--- src/rtl/bcd_countdown_timer.sv ---
// -----------------------------------------------------------------------------
// bcd_countdown_timer
//
// Multi-digit BCD down-counter for the irrigation timer. A BCD preset is
// loaded (with per-digit clamping), the value is decremented once per
// qualified tick, and expiry is flagged with a registered one-cycle done
// pulse. Supports pause (HOLD state), synchronous clear and optional
// auto-reload for periodic watering cycles.
//
// Parameters
//   DIGITS         number of BCD digits (1..4); digit 0 is least significant
//   TOP_DIGIT_MAX  largest legal value of the most significant digit
//   AUTO_RELOAD    1: reload preset on expiry and keep running; 0: stop at 0
//
// Ports
//   clock       in   rising-edge clock
//   reset_n     in   asynchronous active-low reset
//   clear       in   synchronous abort: count <= 0, go IDLE, no done pulse
//   load        in   capture clamped load_value into count and reload register
//   load_value  in   BCD preset, 4*DIGITS bits
//   tick        in   one-cycle count qualifier (e.g. 1 Hz strobe)
//   pause       in   level; freezes counting while high
//   count       out  current BCD value, 4*DIGITS bits
//   running     out  1 in RUN state
//   paused      out  1 in HOLD state
//   zero        out  combinational: count == 0
//   done        out  registered one-cycle expiry pulse
//
// Per-cycle priority: clear > load > pause > tick. A tick that coincides
// with clear, load or pause is dropped, never remembered.
// -----------------------------------------------------------------------------
module bcd_countdown_timer #(
  parameter int DIGITS        = 2,
  parameter int TOP_DIGIT_MAX = 9,
  parameter bit AUTO_RELOAD   = 1'b0
) (
  input  logic                clock,
  input  logic                reset_n,
  input  logic                clear,
  input  logic                load,
  input  logic [4*DIGITS-1:0] load_value,
  input  logic                tick,
  input  logic                pause,
  output logic [4*DIGITS-1:0] count,
  output logic                running,
  output logic                paused,
  output logic                zero,
  output logic                done
);

  localparam int W = 4 * DIGITS;

  // A top-digit limit above 9 would allow non-BCD codes, so cap it at 9.
  localparam logic [3:0] TOP_MAX =
    (TOP_DIGIT_MAX > 9) ? 4'd9 : 4'(TOP_DIGIT_MAX);

  localparam logic [W-1:0] ONE = W'(1);

  typedef enum logic [1:0] {
    IDLE = 2'd0,
    RUN  = 2'd1,
    HOLD = 2'd2
  } state_t;

  state_t         state;
  state_t         state_next;
  logic [W-1:0]   reload;
  logic [W-1:0]   reload_next;
  logic [W-1:0]   count_next;
  logic           done_next;
  logic [W-1:0]   load_clamped;
  logic [W-1:0]   count_dec;

  // Force every digit into legal range: lower digits to 9, the top digit to
  // TOP_MAX. Guarantees the counter never holds a code A-F.
  function automatic logic [W-1:0] clamp_bcd(input logic [W-1:0] value);
    logic [W-1:0] result;
    logic [3:0]   digit;
    logic [3:0]   limit;
    result = '0;
    for (int i = 0; i < DIGITS; i++) begin
      digit = value[4*i +: 4];
      limit = (i == DIGITS - 1) ? TOP_MAX : 4'd9;
      result[4*i +: 4] = (digit > limit) ? limit : digit;
    end
    return result;
  endfunction

  // BCD decrement by one. A digit at 0 wraps to 9 and passes the borrow up.
  // Only called with count >= 2, so the top digit never wraps.
  function automatic logic [W-1:0] dec_bcd(input logic [W-1:0] value);
    logic [W-1:0] result;
    logic [3:0]   digit;
    logic         borrow;
    result = value;
    borrow = 1'b1;
    for (int i = 0; i < DIGITS; i++) begin
      digit = value[4*i +: 4];
      if (borrow) begin
        if (digit == 4'd0) begin
          result[4*i +: 4] = 4'd9;
        end else begin
          result[4*i +: 4] = digit - 4'd1;
          borrow           = 1'b0;
        end
      end
    end
    return result;
  endfunction

  assign load_clamped = clamp_bcd(load_value);
  assign count_dec    = dec_bcd(count);

  // Next-state / datapath logic.
  always_comb begin
    // NOTE: every output of this block gets a default first, so no path can
    // leave a signal unassigned and infer a latch.
    state_next  = state;
    count_next  = count;
    reload_next = reload;
    done_next   = 1'b0;

    if (clear) begin
      count_next = '0;
      state_next = IDLE;
    end else if (load) begin
      count_next  = load_clamped;
      reload_next = load_clamped;
      if (load_clamped == '0) begin
        state_next = IDLE;
      end else begin
        state_next = pause ? HOLD : RUN;
      end
    end else begin
      unique case (state)
        RUN: begin
          if (pause) begin
            state_next = HOLD;
          end else if (tick) begin
            if (count == ONE) begin
              // Expiry: done rises on the same edge count reaches 0/reload.
              done_next = 1'b1;
              if (AUTO_RELOAD) begin
                count_next = reload;
              end else begin
                count_next = '0;
                state_next = IDLE;
              end
            end else begin
              count_next = count_dec;
            end
          end
        end
        HOLD: begin
          if (!pause) begin
            state_next = RUN;
          end
        end
        IDLE: begin
          // Ticks ignored, count held.
        end
        default: begin
          state_next = IDLE;
        end
      endcase
    end
  end

  // State and datapath registers.
  always_ff @(posedge clock or negedge reset_n) begin
    // NOTE: non-blocking assignments here so every register samples the
    // pre-edge values, independent of statement order.
    if (!reset_n) begin
      state  <= IDLE;
      count  <= '0;
      reload <= '0;
      done   <= 1'b0;
    end else begin
      state  <= state_next;
      count  <= count_next;
      reload <= reload_next;
      done   <= done_next;
    end
  end

  assign running = (state == RUN);
  assign paused  = (state == HOLD);
  assign zero    = (count == '0);

endmodule

--- config.mk ---
export PLATFORM = sky130hd
export DESIGN_NAME = bcd_countdown_timer
export DESIGN_NICKNAME = d
export VERILOG_FILES = /design/src/rtl/bcd_countdown_timer.sv
export SDC_FILE = /design/constraint.sdc
export NUM_CORES = 1
export LEC_CHECK = 0
export ABC_AREA = 1
export BUFFER_PORTS_ARGS = -buffer_cell sky130_fd_sc_hd__buf_4
export CORE_AREA = 5 5 53 60
export DETAILED_ROUTE_END_ITERATION = 7
export DIE_AREA = 0 0 58 65
export SLEW_MARGIN = 40
export SYNTH_ARGS = -nofsm -noshare
export SYNTH_HDL_FRONTEND = slang
export SYNTH_SLANG_ARGS = --single-unit
export TNS_END_PERCENT = 5
--- constraint.sdc ---
create_clock -name clock -period 1.6 [get_ports clock]
set_input_delay 0.08 -clock clock [delete_from_list [all_inputs] [get_ports clock]]
set_output_delay 0.08 -clock clock [all_outputs]
set_load 0.01 [all_outputs]
Word-level counts from Yosys, hierarchy flattened
Cells that the tools add are included.
{"block": "totals", "ff_bits": 11, "output_inout_bits": 12, "word_cells": 54}
{"block": "op_classes", "add_sub_neg": 2, "order_cmp": 2, "eq_ne": 8, "n_mux": 27, "n_reduce_logical": 11}
{"cell": "$mux 8", "count": 6}
{"cell": "$mux 4", "count": 5}
{"cell": "$logic_not 8->1", "count": 2}
{"cell": "$mux 2", "count": 8}
{"cell": "$eq 8x1->1 const B", "count": 1}
{"cell": "$gt 4x4->1 const B", "count": 2}
{"cell": "$logic_not 4->1", "count": 2}
{"cell": "$reduce_and 4->1", "count": 2}
{"cell": "$sub 4x1->4 const B", "count": 2}
{"cell": "$mux 1", "count": 7}
{"cell": "$ne 3x3->1 const B", "count": 2}
{"cell": "$pmux 2 s3", "count": 1}
{"cell": "$reduce_bool 3->1", "count": 2}
{"cell": "$ne 5x4->1 const B", "count": 1}
{"cell": "$ne 5x5->1 const B", "count": 1}
{"cell": "$ne 4x4->1 const B", "count": 1}
{"cell": "$reduce_bool 4->1", "count": 1}
{"cell": "$reduce_and 3->1", "count": 1}
{"cell": "$eq 2x1->1 const B", "count": 1}
{"cell": "$eq 2x2->1 const B", "count": 1}
{"cell": "$logic_not 2->1", "count": 1}

Depth between registers and ports, before layout
{"block": "depth", "ltp_word": 9, "depth_mapped": 11, "depth_no_buf": 11}

Worst setup path after synthesis
No wires, ideal clock.
{"block": "synth_path", "kind": "flip-flop to flip-flop", "start": "register count[4]", "end": "register state[1]", "t_arrival_ns": 1.307, "t_required_ns": 1.482, "slack_ns": 0.175, "path_stages_with_launch": 10, "path_buffers": 0, "period_less_slack_ns": 1.425, "cell_sequence": "dfrtp_1 inv_1 ha_1 nand2_1 nor2_2 nand2_2 a21oi_2 nand2_2 nand2_1 nand2_1"}
{"block": "synth_between", "elab_chain_len": 3}
{"item": "from (decl)", "line_no": "44", "source": "output logic [4*DIGITS-1:0] count,"}
{"item": "from (signal assigned)", "line_no": "180", "source": "count <= count_next;"}
{"item": "$eq 8x1->1", "line_no": "140", "source": "if (count == ONE) begin"}
{"item": "$ne 5x4->1 (no source line)"}
{"item": "$reduce_and 4->1 (no source line)"}
{"item": "to (signal assigned)", "line_no": "179", "source": "state <= state_next;"}
{"item": "to (decl)", "line_no": "65", "source": "state_t state;"}
Every way passes these cells.
A chain may end at the register's enable or synchronous reset.

Worst setup path after layout
Ends and elaborated chain as after synthesis.

==> summary.md <==
| Metric | Value |
|---|---|
| R2R Setup Slk | `around 0.084 ns` |
| Clock power share | `21.8%` |
| Commonest non-fill, non-tap cell in the layout | `nand2_1` |
| Largest net degree at the start of global routing | `12` |
| Routed vias | `1,020` |
| Most frequent cells in the layout | `38 x nand2_1, 26 x buf_4, 19 x nor2_1, 15 x nand3_1` |
| Synth cell types | `24` |
| Top Layer Used | `met4` |
| Sw Share | `38.9%` |
| Reg2reg path depth | `9` |
| Fin cells | `207` |
| Max-Cap Viols | `0` |
| Yosys warns | `0` |
| Die Span Y | `65 um` |
| Final ANT Viol Nets | `0` |
| Final Critical Period | `1.52 ns` |
| Peak VDD IR | `0.273 mV` |
| Crit. End Element | `register` |
| Sequential element share of the synthesized area | `28.7%` |
| Post-Syn Nets | `164` |
| Antenna violations before repair | `0` |
| Synthesized area | `~960 um^2` |
| Clk buf depth | `2` |
| Final worst path period share | `94.8%` |
| Area delta synth->final | `27.8%` |
| CP max FO | `6` |
| Setup violators final | `0` |
| Htree depth | `1` |
| First-pass GRT wire length | `around 4100 um` |
| CTS tree | `yes` |
| Hold slack | `roughly 0.096 ns` |
| PwrDens | `756 mW/mm^2` |
| Setup Slack @ Placement | `0.0623 ns` |
| Logic pwr share | `41.2%` |
| Drt wl/cell | `between 10 and 15 um` |
| Met2 wire length | `1210 um` |
| Post-route cell area | `0.00122 mm^2` |
| NetSw | `361 uW` |
| Total CTS buffers | `3` |
| Global Route Usage Sum | `13.9%` |
| Mapped Cells | `about 140` |
| # rows | `20` |
| Largest cells by area after synthesis | `dfrtp_1 29%, nand2_1 15%, nand3_1 8.4%, ha_1 7.8%, nor2_1 7.4%` |
| Worst-Skew Late Latency | `0.27 ns` |
| Die width | `around 58 um` |
| Unrepaired setup endpoints after global routing | `yes` |
| Worst Clk Skew | `0.00698 ns` |
| Proportion of layout cells with a drive suffix above 1 | `a little under a third` |
| Yosys top cell area share | `28.7%` |
| Diodes inserted | `0` |
| Root buffer cell | `clkbuf_4` |
| Critical R2R Capture | `state[1]` |
| Hold Crit Class | `primary input to register` |
| Drc violations | `0` |
| Synthesized area per cell | `6.66 um^2` |
| Area post-placement | `roughly 0.0012 mm^2` |
| Clk slew on worst S/H paths | `0.08 ns` |
| Fmax | `659 MHz` |
| Internal | `566 uW` |
| Clock Sinks | `11` |
| Critical path arrival | `~1.7 ns` |
| Final core utilization | `47.1%` |
| NumNets Final | `about 200` |
| Slew at the pin closest to its max-slew limit | `0.376 ns` |
| Post-synth top area cell | `dfrtp_1` |
| Vias in the first global route | `933` |
| FF-to-FF Start | `count[4]` |
| PortBufs | `25` |
| Slew headroom | `74.7%` |
| Starting Density | `a little under two fifths` |
| Vias per cell | `between 4 and 5` |
| Worst Setup SP | `count[4]` |
| Synthesis-stage register bit count | `11` |
| Hold Vio Cnt, Final | `0` |
| DRT Pass-1 Iters | `4` |
| Routability Congestion | `between 0.9 and 1` |
| Crit path capture | `state[1]` |
| Inst Count DP | `201` |
| Setup TNS | `0 ns` |
| Post-DP HPWL | `1910 um` |
| Worst hold path depth | `4` |
| Setup crit start kind | `register` |
| Iter 0 DRT Violations | `24` |
| Worst Setup Path Type | `register to register` |
| Ports | `26` |
| Core footprint | `around 0.0026 mm^2` |
| Metal3 WL | `99 um` |
| Grt total ovfl | `0` |
| Die area | `0.00377 mm^2` |
| Run status | `complete, no violations` |
| Final worst setup slack | `around 0.084 ns` |
| Tot Pwr | `927 uW` |
| Share of power burned in registers | `between 30% and 40%` |
| Met1 WL | `1080 um` |
| Total Wirelength | `2430 um` |
| Leakage | `between 0.6 and 0.7 nW` |
| Worst EP required | `1.76 ns` |
| Slew Viols, Final | `0` |
==> how the worst min path moves through the flow <==
| stage | slack (ns) | from | to |
|---|---|---|---|
| 6_report | 0.1 | clear | count[7] |
| 5_1_grt | 0.11 | clear | count[7] |
| 4_1_cts | 0.1 | clear | count[7] |
| 3_5_place_dp | -0.06 | reset_n | state[1] |
| 3_3_place_gp | -0.07 | reset_n | state[1] |
| 2_1_floorplan | -0.22 | reset_n | count[0] |
==> power by group through the flow <==
| stage | Clock [mW] | Combinational (mW) | Sequential [mW] |
|---|---|---|---|
| after global placement | 0 | 0.372 | 0.344 |
| after global routing | 0.224 | 0.433 | 0.348 |
| after floorplan | 0 | 0.233 | 0.352 |
| final | 0.202 | 0.382 | 0.342 |
| after detailed placement | 0 | 0.375 | 0.346 |
| after CTS | 0.207 | 0.378 | 0.341 |
==> synth_stat cells, drive strengths merged <==
cell	count
a21oi	2
a22o	1
buf	1
dfrtp	11
ha	6
inv	23
nand2	46
nand3	17
nor2	21
nor3	3
o211ai	2
o21ai	10
o22ai	1
==> flip-flops by register name, summed over array words and instances, names as in the netlist <==
name,count
count,8
state,2
done,1
==> area by class of cell <==
type                       instances  area (um^2)
timing repair buffer              27          205
sequential                        11          275
clock buffer                       4         26.3
inverter                          23         98.8
fill                             287         1380
multi-input combinational        109          578
tap                               33         41.3
==> per-layer routing <==
metal  up-vias  global-route usage [%]
met3         5                    3.19
met4         0                    6.96
met1       473                    17.8
met2        26                    21.6
met5         -                       0
li1        516                       -
==> worst max-delay path, cell delays in order, from the launching register on <==
cell and delay (ns):
dfrtp_1 0.41, inv_2 0.10, ha_1 0.18, nand2_1 0.07
nor2_2 0.11, nand2_2 0.11, a21oi_2 0.21, nand2_2 0.08
nand2_1 0.07, nand2_1 0.05
==> kinds of logic (layout without fill, tap and decap cells) <==
logic type / count (synthesis) / count (layout) / synth area share (%)
compound gates: 16 / 16 / 10.2
fa+ha+maj: 6 / 6 / 7.83
buf+inv: 24 / 54 / 11.5
flops: 11 / 11 / 28.7
simple gates: 87 / 87 / 41.8
==> timing repair <==
item                                    CTS  global route
endpoints found under the setup margin    0            10
resized for setup                         0             3
hold buffers                              1             0
endpoints found under the hold margin    11             0
setup buffers                             0             1
Note: power is estimated with default switching activity, not from simulation.
